`config.mk`:
```
export PLATFORM = sky130hd
export DESIGN_NAME = mem_port_arbiter
export DESIGN_NICKNAME = d
export VERILOG_FILES = /design/src/rtl/conv_mem_pkg.sv /design/src/rtl/arb_pick.sv /design/src/rtl/mem_port_arbiter.sv
export SDC_FILE = /design/constraint.sdc
export NUM_CORES = 1
export LEC_CHECK = 0
export CORE_MARGIN = 2
export CORE_UTILIZATION = 45
export CTS_CLUSTER_DIAMETER = 100
export DETAILED_ROUTE_END_ITERATION = 16
export PLACE_DENSITY = 0.95
export SLEW_MARGIN = 5
export SYNTH_ARGS = -nofsm -noshare
export SYNTH_HDL_FRONTEND = slang
export SYNTH_SLANG_ARGS = --single-unit
```
`constraint.sdc`:
```
create_clock -name clk -period 3.98 [get_ports clk]
set_input_delay 0.796 -clock clk [delete_from_list [all_inputs] [get_ports clk]]
set_output_delay 0.796 -clock clk [all_outputs]
set_load 0.01 [all_outputs]
```
`src/rtl/conv_mem_pkg.sv`:
```
// conv_mem_pkg: shared definitions for the convolution engine memory-port
// arbiter.
//   - Requester index constants (filter, image, result) and requester count.
//   - Arbiter FSM state encoding and the state_t enum built from it.
//   - onehot_to_idx: converts a one-hot grant vector to a requester index.
package conv_mem_pkg;

   localparam int NUM_REQ = 3;

   localparam logic [1:0] REQ_FILTER = 2'd0;
   localparam logic [1:0] REQ_IMG    = 2'd1;
   localparam logic [1:0] REQ_RES    = 2'd2;

   localparam logic [1:0] ST_IDLE_ENC  = 2'd0;
   localparam logic [1:0] ST_XFER_ENC  = 2'd1;
   localparam logic [1:0] ST_DRAIN_ENC = 2'd2;

   typedef enum logic [1:0] {
      ST_IDLE  = ST_IDLE_ENC,
      ST_XFER  = ST_XFER_ENC,
      ST_DRAIN = ST_DRAIN_ENC
   } state_t;

   // The input is assumed one-hot; an all-zero vector maps to REQ_FILTER.
   function automatic logic [1:0] onehot_to_idx(input logic [NUM_REQ-1:0] oh);
      if (oh[REQ_RES])
         return REQ_RES;
      else if (oh[REQ_IMG])
         return REQ_IMG;
      else
         return REQ_FILTER;
   endfunction

endpackage

```
`src/rtl/arb_pick.sv`:
```
// arb_pick: purely combinational winner selection for the memory-port
// arbiter.
// Ports:
//   req    [NUM_REQ-1:0]  active requests
//   ptr    [1:0]          round-robin search start index
//   winner [NUM_REQ-1:0]  one-hot winner, all-zero when req is zero
// Build option: MEM_ARB_ROUND_ROBIN_EN selects round-robin starting at ptr;
// otherwise fixed priority result > filter > image and ptr is ignored.
module arb_pick
   import conv_mem_pkg::*;
(
   input  logic [NUM_REQ-1:0] req,
   input  logic [1:0]         ptr,
   output logic [NUM_REQ-1:0] winner
);

`ifdef MEM_ARB_ROUND_ROBIN_EN
   always_comb begin
      winner = '0;
      // Visit ptr, ptr+1, ptr+2 (mod 3); the first active request wins.
      for (int k = 0; k < NUM_REQ; k++) begin
         int i;
         i = (int'(ptr) + k) % NUM_REQ;
         if ((winner == '0) && req[i])
            winner[i] = 1'b1;
      end
   end
`else
   logic ptr_unused;
   assign ptr_unused = ^ptr;

   always_comb begin
      winner = '0;
      if (req[REQ_RES])
         winner[REQ_RES] = 1'b1;
      else if (req[REQ_FILTER])
         winner[REQ_FILTER] = 1'b1;
      else if (req[REQ_IMG])
         winner[REQ_IMG] = 1'b1;
   end
`endif

endmodule

```
`src/rtl/mem_port_arbiter.sv`:
```
// mem_port_arbiter: shares the convolution engine's single memory port among
// the filter loader (0, read), image-slice loader (1, read) and result
// write-back (2, write). Latches one burst descriptor per grant and drives
// sequential addresses for the whole burst, then pulses done.
// Ports:
//   clk, rst          rising-edge clock, asynchronous active-high reset
//   req               per-requester request
//   base_addr         packed start addresses, requester i at [i*ADDR_W +: ADDR_W]
//   burst_len         packed burst lengths, same packing (0 behaves as 1)
//   wr_data           write word from the result requester
//   gnt               one-hot grant, held for XFER and DRAIN
//   done              one-cycle completion pulse (DRAIN)
//   mem_en, mem_we    access strobe and write enable
//   mem_adr           access address (wraps modulo 2^ADDR_W)
//   mem_wdata         combinational copy of wr_data
//   rd_valid          read word on memory output is valid (readers only)
//   word_idx          index of word being written (XFER) or returned (rd_valid)
//   fsm_state         current arbiter state, for observation
// Handshake: req is sampled only in IDLE; the descriptor is captured at the
// grant edge and later changes or req drops are ignored until the burst ends.
// A req still high in the IDLE after DRAIN counts as a new request.
// Build option: MEM_ARB_ROUND_ROBIN_EN (see arb_pick).
module mem_port_arbiter
   import conv_mem_pkg::*;
#(
   parameter int ADDR_W = 12,
   parameter int DATA_W = 32,
   parameter int LEN_W  = 5
)(
   input  logic                      clk,
   input  logic                      rst,
   input  logic [NUM_REQ-1:0]        req,
   input  logic [NUM_REQ*ADDR_W-1:0] base_addr,
   input  logic [NUM_REQ*LEN_W-1:0]  burst_len,
   input  logic [DATA_W-1:0]         wr_data,
   output logic [NUM_REQ-1:0]        gnt,
   output logic [NUM_REQ-1:0]        done,
   output logic                      mem_en,
   output logic                      mem_we,
   output logic [ADDR_W-1:0]         mem_adr,
   output logic [DATA_W-1:0]         mem_wdata,
   output logic                      rd_valid,
   output logic [LEN_W-1:0]          word_idx,
   output state_t                    fsm_state
);

   state_t              state;
   logic [1:0]          ptr;
   logic [NUM_REQ-1:0]  pick;
   logic [1:0]          pick_idx;
   logic [ADDR_W-1:0]   sel_base;
   logic [LEN_W-1:0]    sel_len;
   logic [LEN_W-1:0]    eff_len;
   logic [1:0]          win_idx;
   logic [ADDR_W-1:0]   base_q;
   logic [LEN_W-1:0]    len_q;
   logic [LEN_W-1:0]    cnt;
   logic                last_word;
   logic                is_wr;

   arb_pick u_arb_pick (
      .req    (req),
      .ptr    (ptr),
      .winner (pick)
   );

   assign pick_idx  = onehot_to_idx(pick);
   assign sel_base  = base_addr[int'(pick_idx)*ADDR_W +: ADDR_W];
   assign sel_len   = burst_len[int'(pick_idx)*LEN_W +: LEN_W];
   assign eff_len   = (sel_len == '0) ? LEN_W'(1) : sel_len;
   assign last_word = (cnt == len_q - LEN_W'(1));
   assign is_wr     = (win_idx == REQ_RES);

   assign mem_wdata = wr_data;
   assign fsm_state = state;

`ifndef MEM_ARB_ROUND_ROBIN_EN
   assign ptr = 2'd0;
`endif

   always_ff @(posedge clk or posedge rst) begin
      if (rst) begin
         state    <= ST_IDLE;
         gnt      <= '0;
         done     <= '0;
         mem_en   <= 1'b0;
         mem_we   <= 1'b0;
         mem_adr  <= '0;
         rd_valid <= 1'b0;
         word_idx <= '0;
         win_idx  <= REQ_FILTER;
         base_q   <= '0;
         len_q    <= '0;
         cnt      <= '0;
`ifdef MEM_ARB_ROUND_ROBIN_EN
         ptr      <= 2'd0;
`endif
      end else begin
         done <= '0;
         case (state)
            ST_IDLE: begin
               rd_valid <= 1'b0;
               word_idx <= '0;
               if (req != '0) begin
                  win_idx <= pick_idx;
                  base_q  <= sel_base;
                  len_q   <= eff_len;
                  cnt     <= '0;
                  gnt     <= pick;
                  mem_en  <= 1'b1;
                  mem_we  <= (pick_idx == REQ_RES);
                  mem_adr <= sel_base;
                  state   <= ST_XFER;
`ifdef MEM_ARB_ROUND_ROBIN_EN
                  ptr     <= (pick_idx == 2'(NUM_REQ - 1)) ? 2'd0 : pick_idx + 2'd1;
`endif
               end
            end

            ST_XFER: begin
               // Read data returns one cycle after its address, so the
               // returned index is the current cnt.
               rd_valid <= !is_wr;
               if (is_wr)
                  word_idx <= last_word ? '0 : cnt + LEN_W'(1);
               else
                  word_idx <= cnt;
               if (last_word) begin
                  mem_en        <= 1'b0;
                  mem_we        <= 1'b0;
                  mem_adr       <= '0;
                  done[win_idx] <= 1'b1;
                  state         <= ST_DRAIN;
               end else begin
                  cnt     <= cnt + LEN_W'(1);
                  mem_adr <= base_q + ADDR_W'(cnt) + ADDR_W'(1);
               end
            end

            ST_DRAIN: begin
               gnt      <= '0;
               rd_valid <= 1'b0;
               word_idx <= '0;
               state    <= ST_IDLE;
            end

            default: begin
               gnt      <= '0;
               mem_en   <= 1'b0;
               mem_we   <= 1'b0;
               rd_valid <= 1'b0;
               state    <= ST_IDLE;
            end
         endcase
      end
   end

endmodule

```
==> impl_metrics.env, run 1 <==
export IMPL_fin_crit_ns=2.86
export IMPL_clk_pin_slew_ns=0.09
export IMPL_clock_latency_ns=0.31
export IMPL_clkSinkCount=52
export IMPL_syn2layout_area_growth_pct=23.8
export IMPL_critical_path_max_stage_delay_ns=0.57
export IMPL_rsz0062_at_grt="false"
export IMPL_cts_tree="built"
export IMPL_finalClockSkew_ns=0.00823
export IMPL_netlist_area_leader_share_pct=40.3
export IMPL_n_antenna_cell=0
export IMPL_dp_cells=496
export IMPL_min_from="win_idx[1]$_DFFE_PP0P_"
export IMPL_p_seq_share_pct=34.8
export IMPL_vias=2830
export IMPL_ant_nets=0
export IMPL_drt_first_pass_iters=4
export IMPL_cap_violations=0
export IMPL_cpMaxStageDelayCell="clkdlybuf4s50_1"
export IMPL_p_clk_share_pct=10.8
export IMPL_period_share_pct=71.8
export IMPL_grt_overflow=0
export IMPL_critPathRequiredTime_ns=4.20
export IMPL_num_fill_cells=565
export IMPL_rows=30
export IMPL_p_int_mw=1.66
export IMPL_final_setup_tns_ns=0
export IMPL_utilization_pct=58.3
export IMPL_fin_area_sq_um=4000
export IMPL_wl_per_cell_microns=16.2
export IMPL_swShare_pct=43.2
export IMPL_dieArea_sq_um=7880
export IMPL_finalSetupViolations=0
export IMPL_place_congestion=0.865
export IMPL_instances_no_fill=504
export IMPL_numCtsBuffers=5
export IMPL_power_density_nw_per_um2=730
export IMPL_coreArea_sq_um=6870
export IMPL_rrSetupSlack_ns=1.65
export IMPL_min_path_type="register to register"
export IMPL_status="finished clean"
export IMPL_worst_slack_ns=1.12
export IMPL_synthArstFlopShare_pct=100
export IMPL_synth_nets=457
export IMPL_r2r_cells=7
export IMPL_p_leak_nw=1.77
export IMPL_root_buffer="clkbuf_8"
export IMPL_drc=0
export IMPL_ctsHtreeMaxLevel=2
export IMPL_initial_core_util_pct=47.0
export IMPL_grt_max_degree=53
export IMPL_postSynthAreaPerCell_sq_um=8.95
export IMPL_synth_area_leaders="dfrtp_1, buf_4, nand2_1"
export IMPL_num_io_pins=148
export IMPL_synth_top_area_cell="dfrtp_1"
export IMPL_io_buffers=83
export IMPL_holdPathStages=1
export IMPL_irDropWorstVdd_uv=334
export IMPL_synth_warnings=0
export IMPL_crit_arrival_ns=3.08
export IMPL_final_max_slew_viol_count=0
export IMPL_hold_violations=0
export IMPL_die_width_microns=88.7
export IMPL_endpoint_kind="register"
export IMPL_worst_setup_path_type="primary input to register"
export IMPL_synth_cell_type_count=50
export IMPL_total_power_mw=2.92
export IMPL_grt_pass1_wl_mm=13.4
export IMPL_hold_end="done[1]$_DFF_PP0_"
export IMPL_placed_area_sq_um=3910
export IMPL_viasPerCell=5.62
export IMPL_synth_edf_count=0
export IMPL_ys_flop_type="dfrtp_1"
export IMPL_maxSlewHeadroom_pct=29.6
export IMPL_cp_start_kind="primary input"
export IMPL_drive_gt1_share_pct=5.15
export IMPL_grt_usage_pct=21.8
export IMPL_fin_nets=503
export IMPL_post_cts_resize_count=0
export IMPL_dp_slack_ns=0.825
export IMPL_reg2reg_to="mem_adr[3]$_DFFE_PP0P_"
export IMPL_whs_ns=0.505
export IMPL_fmax_mhz=350
export IMPL_antenna_found_initial=0
export IMPL_wirelength_mm=8.18
export IMPL_synthTopCellsByCount="dfrtp_1, nand2_1, buf_4"
export IMPL_yosysSeqAreaShare_pct=40.3
export IMPL_die_h_microns=88.7
export IMPL_tightest_slew_ns=1.05
export IMPL_path_max_fanout=7
export IMPL_drtIter0Drc=246
export IMPL_combPwrFrac_pct=54.3
export IMPL_synth_most_common_cell="dfrtp_1"
export IMPL_reg2reg_from="len_q[0]$_DFFE_PP0P_"
export IMPL_cts_setup_buffers=0
export IMPL_ctsHoldBuffers=0
export IMPL_synthCells=361
export IMPL_clockBufferDepth=2
export IMPL_dp_hpwl_mm=6.19
export IMPL_path_cells="clkdlybuf4s50_1 -> nor2b_1 -> mux2i_1 -> o21ai_0 -> or4_1 -> a22oi_1"
export IMPL_ys_ff_latch=52
export IMPL_power_switching_mw=1.26
export IMPL_netlist_area_sq_um=3230
export IMPL_grt_pass1_vias=2843
==> layout by cell type (no fill, tap or decap), drive strengths merged, types with 7 or more instances in the layout <==
cell type / count
nor3: 10
dfrtp: 52
mux2i: 14
a21o: 9
o21ai: 24
a211oi: 9
a21oi: 19
clkdlybuf4s50: 83
inv: 14
ha: 7
xor2: 11
nand2: 46
nor2: 27
==> final cells by class <==
type | instances | area [sq um] | share of cell area [%]
Clock inverter | 2 | 15.0 | 0.375
Multi-Input combinational cell | 244 | 1550 | 38.8
Sequential cell | 52 | 1300 | 32.5
Tap cell | 96 | 120 | 3.00
Timing Repair Buffer | 89 | 876 | 21.9
Inverter | 15 | 56.3 | 1.41
Clock buffer | 6 | 82.6 | 2.06
==> worst max-delay path: cells and delay by family <==
kind | cells | cell delay, ns
mux | 1 | 0.28
simple gates | 2 | 1.11
compound gates | 2 | 0.32
buf+inv | 1 | 0.57
==> power groups by stage <==
stage	Clock, mW	Combinational (mW)	Sequential, mW
4_1_cts	0.319	1.59	1.01
6_report	0.317	1.59	1.02
3_3_place_gp	0	1.51	1.01
2_1_floorplan	0	1.05	0.985
3_5_place_dp	0	1.58	1.02
5_1_grt	0.341	1.75	1.05
==> cells by family after synthesis <==
kind of cell	count (synthesis)	share of synthesized area (%)
and+or+nand+nor	113	16.4
AOI/OAI and AO/OA	94	19.8
buffers and inverters	65	11.7
DFF	52	40.3
muxes	15	4.68
xor gates and xnor gates	14	3.79
adders and majority gates	8	3.33
==> per-layer routing <==
metal	vias up	global-route usage [%]	share of wire (%)
met5	-	0	0
met4	0	7.71	3.3
met3	30	4.29	6.3
met2	141	38.9	53
met1	1342	26.1	38
li1	1317	-	-
==> sequential cells by signal, summed over array words and instances, names as in the netlist <==
signal / cells
fsm_state: 2
win_idx: 2
rd_valid: 1
mem_en: 1
gnt: 3
base_q: 12
cnt: 5
mem_we: 1
done: 3
mem_adr: 12
word_idx: 5
len_q: 5
==> worst max path at each step <==
stage	slack [ns]	start	to	cells after the start
4_1_cts	1.13	req[1]	len_q[0]$_DFFE_PP0P_	6
6_report	1.12	req[1]	len_q[0]$_DFFE_PP0P_	6
5_1_grt	0.98	req[1]	len_q[0]$_DFFE_PP0P_	6
2_1_floorplan	1.91	req[1]	len_q[0]$_DFFE_PP0P_	6
3_5_place_dp	0.82	req[1]	len_q[0]$_DFFE_PP0P_	6
3_3_place_gp	1.0	req[1]	len_q[0]$_DFFE_PP0P_	6
Note: power is estimated with default switching activity, not from simulation.
==> run 2: changes to the inputs <==
- CORE_UTILIZATION: 45 -> 38
- PLACE_DENSITY: 0.95 -> 0.89
- clock period: 3.98 -> 2.5 ns (I/O delays scaled with it)
==> run 2 against run 1 <==
Compared with the run above: sequential share of layout area down 0.55 points; worst setup slack worse by 0.90 ns; combinational power up 64%; die area up 18%; critical path type is now register to register.
==> impl_metrics.env, run 2 (synthesis gave the netlist of run 1 again) <==
export IMPL_ctsHoldBuffers=0
export IMPL_maxSlewHeadroom_pct=61.9
export IMPL_min_from="base_q[4]$_DFFE_PP0P_"
export IMPL_viasPerCell=5.39
export IMPL_p_leak_nw=1.81
export IMPL_grt_overflow=0
export IMPL_layout_commonest_cell="clkdlybuf4s50_1"
export IMPL_grt_pass1_vias=2793
export IMPL_hold_end="base_q[4]$_DFFE_PP0P_"
export IMPL_rsz0062_at_grt="false"
export IMPL_antenna_found_initial=0
export IMPL_period_share_pct=90.9
export IMPL_grt_pass1_wl_mm=12.9
export IMPL_holdPathStages=1
export IMPL_syn2layout_area_growth_pct=26.0
export IMPL_crit_arrival_ns=2.48
export IMPL_root_buffer="clkbuf_8"
export IMPL_drc=0
export IMPL_ctsHtreeMaxLevel=2
export IMPL_vias=2795
export IMPL_dp_hpwl_mm=6.25
export IMPL_coreArea_sq_um=8220
export IMPL_min_path_type="register to register"
export IMPL_cts_setup_buffers=0
export IMPL_r2r_cells=7
export IMPL_cp_start_kind="register"
export IMPL_initial_core_util_pct=39.3
export IMPL_endpoint_kind="register"
export IMPL_drive_gt1_share_pct=6.28
export IMPL_fin_crit_ns=2.27
export IMPL_reg2reg_from="len_q[0]$_DFFE_PP0P_"
export IMPL_grt_max_degree=53
export IMPL_cap_violations=0
export IMPL_grt_usage_pct=18.2
export IMPL_rows=33
export IMPL_tightest_slew_ns=0.569
export IMPL_fmax_mhz=440
export IMPL_clkSinkCount=52
export IMPL_post_cts_resize_count=0
export IMPL_critPathRequiredTime_ns=2.71
export IMPL_drt_first_pass_iters=4
export IMPL_dp_cells=512
export IMPL_num_io_pins=148
export IMPL_drtIter0Drc=164
export IMPL_status="finished clean"
export IMPL_finalClockSkew_ns=0.00514
export IMPL_clockBufferDepth=2
export IMPL_rrSetupSlack_ns=0.23
export IMPL_whs_ns=0.501
export IMPL_instances_no_fill=519
export IMPL_place_congestion=0.871
export IMPL_die_width_microns=96.2
export IMPL_worst_setup_path_type="register to register"
export IMPL_power_density_nw_per_um2=1150
export IMPL_wl_per_cell_microns=15.7
export IMPL_clock_latency_ns=0.31
export IMPL_most_common_layout_cells="clkdlybuf4s50_1, dfrtp_1, nand2_1, nor2_1, o21ai_0"
export IMPL_path_max_fanout=12
export IMPL_fin_nets=510
export IMPL_n_antenna_cell=0
export IMPL_wirelength_mm=8.15
export IMPL_hold_violations=0
export IMPL_finalSetupViolations=0
export IMPL_reg2reg_to="mem_adr[3]$_DFFE_PP0P_"
export IMPL_clk_pin_slew_ns=0.08
export IMPL_final_setup_tns_ns=0
export IMPL_io_buffers=83
export IMPL_dieArea_sq_um=9260
export IMPL_ant_nets=0
export IMPL_top_regs="base_q (12), mem_adr (12)"
export IMPL_final_max_slew_viol_count=0
export IMPL_cts_tree="built"
export IMPL_irDropWorstVdd_uv=552
export IMPL_die_h_microns=96.2
export IMPL_numCtsBuffers=5
[run 2: through the flow]
step | area [sq um] | total power, mW | setup WS [ns] | utilization [%]
final | 4070 | 4.67 | 0.227 | 49.6
after global routing | 4070 | 5.06 | 0.0456 | 49.6
after CTS | 4070 | 4.69 | 0.222 | 49.6
after detailed placement | 3990 | 4.21 | 0.0535 | 48.6
after global placement | 3990 | 4.08 | 0.103 | 48.6
after floorplan | 3230 | 3.25 | 0.625 | -
[run 2: how the worst max path moves through the flow]
stage	start	cells past startpoint	to	slack (ns)
2_1_floorplan	len_q[0]$_DFFE_PP0P_	7	mem_adr[4]$_DFFE_PP0P_	0.63
3_3_place_gp	req[1]	7	len_q[0]$_DFFE_PP0P_	0.10
3_5_place_dp	req[1]	7	len_q[0]$_DFFE_PP0P_	0.05
4_1_cts	len_q[0]$_DFFE_PP0P_	7	mem_adr[3]$_DFFE_PP0P_	0.22
5_1_grt	len_q[0]$_DFFE_PP0P_	7	mem_adr[3]$_DFFE_PP0P_	0.05
6_report	len_q[0]$_DFFE_PP0P_	7	mem_adr[3]$_DFFE_PP0P_	0.23
[run 2: routing by layer]
metal	track usage (%)	vias up	wire length (microns)
li1	-	1339	-
met1	20.8	1338	3180
met2	33.1	108	4370
met3	4.62	10	508
met4	5.71	0	92
met5	0	-	0
[run 2: power by group]
part / switching [mW] / internal, mW / leakage, nW / total [mW]
clock: 0.263 / 0.191 / 0.0410 / 0.454
sequential: 0.372 / 1.23 / 0.644 / 1.60
combinational: 1.36 / 1.26 / 1.12 / 2.61
total: 1.99 / 2.68 / 1.81 / 4.67
[run 2: final cells by class]
type,count,area (sq um)
clock buffer,6,72.6
clock inverter,1,5.00
fill,718,4150
inverter,15,56.3
multi-input combinational,244,1550
sequential,52,1300
tap,105,131
timing repair buffer,96,953
[run 2: worst max-delay path, cell delays in order (launching register included)]
cell and delay [ns]:
dfrtp_1 0.41, inv_1 0.09, ha_1 0.23, nand2b_1 0.15, a21boi_1 0.10, o311ai_4 0.55, nand2_2 0.29, o31ai_1 0.33
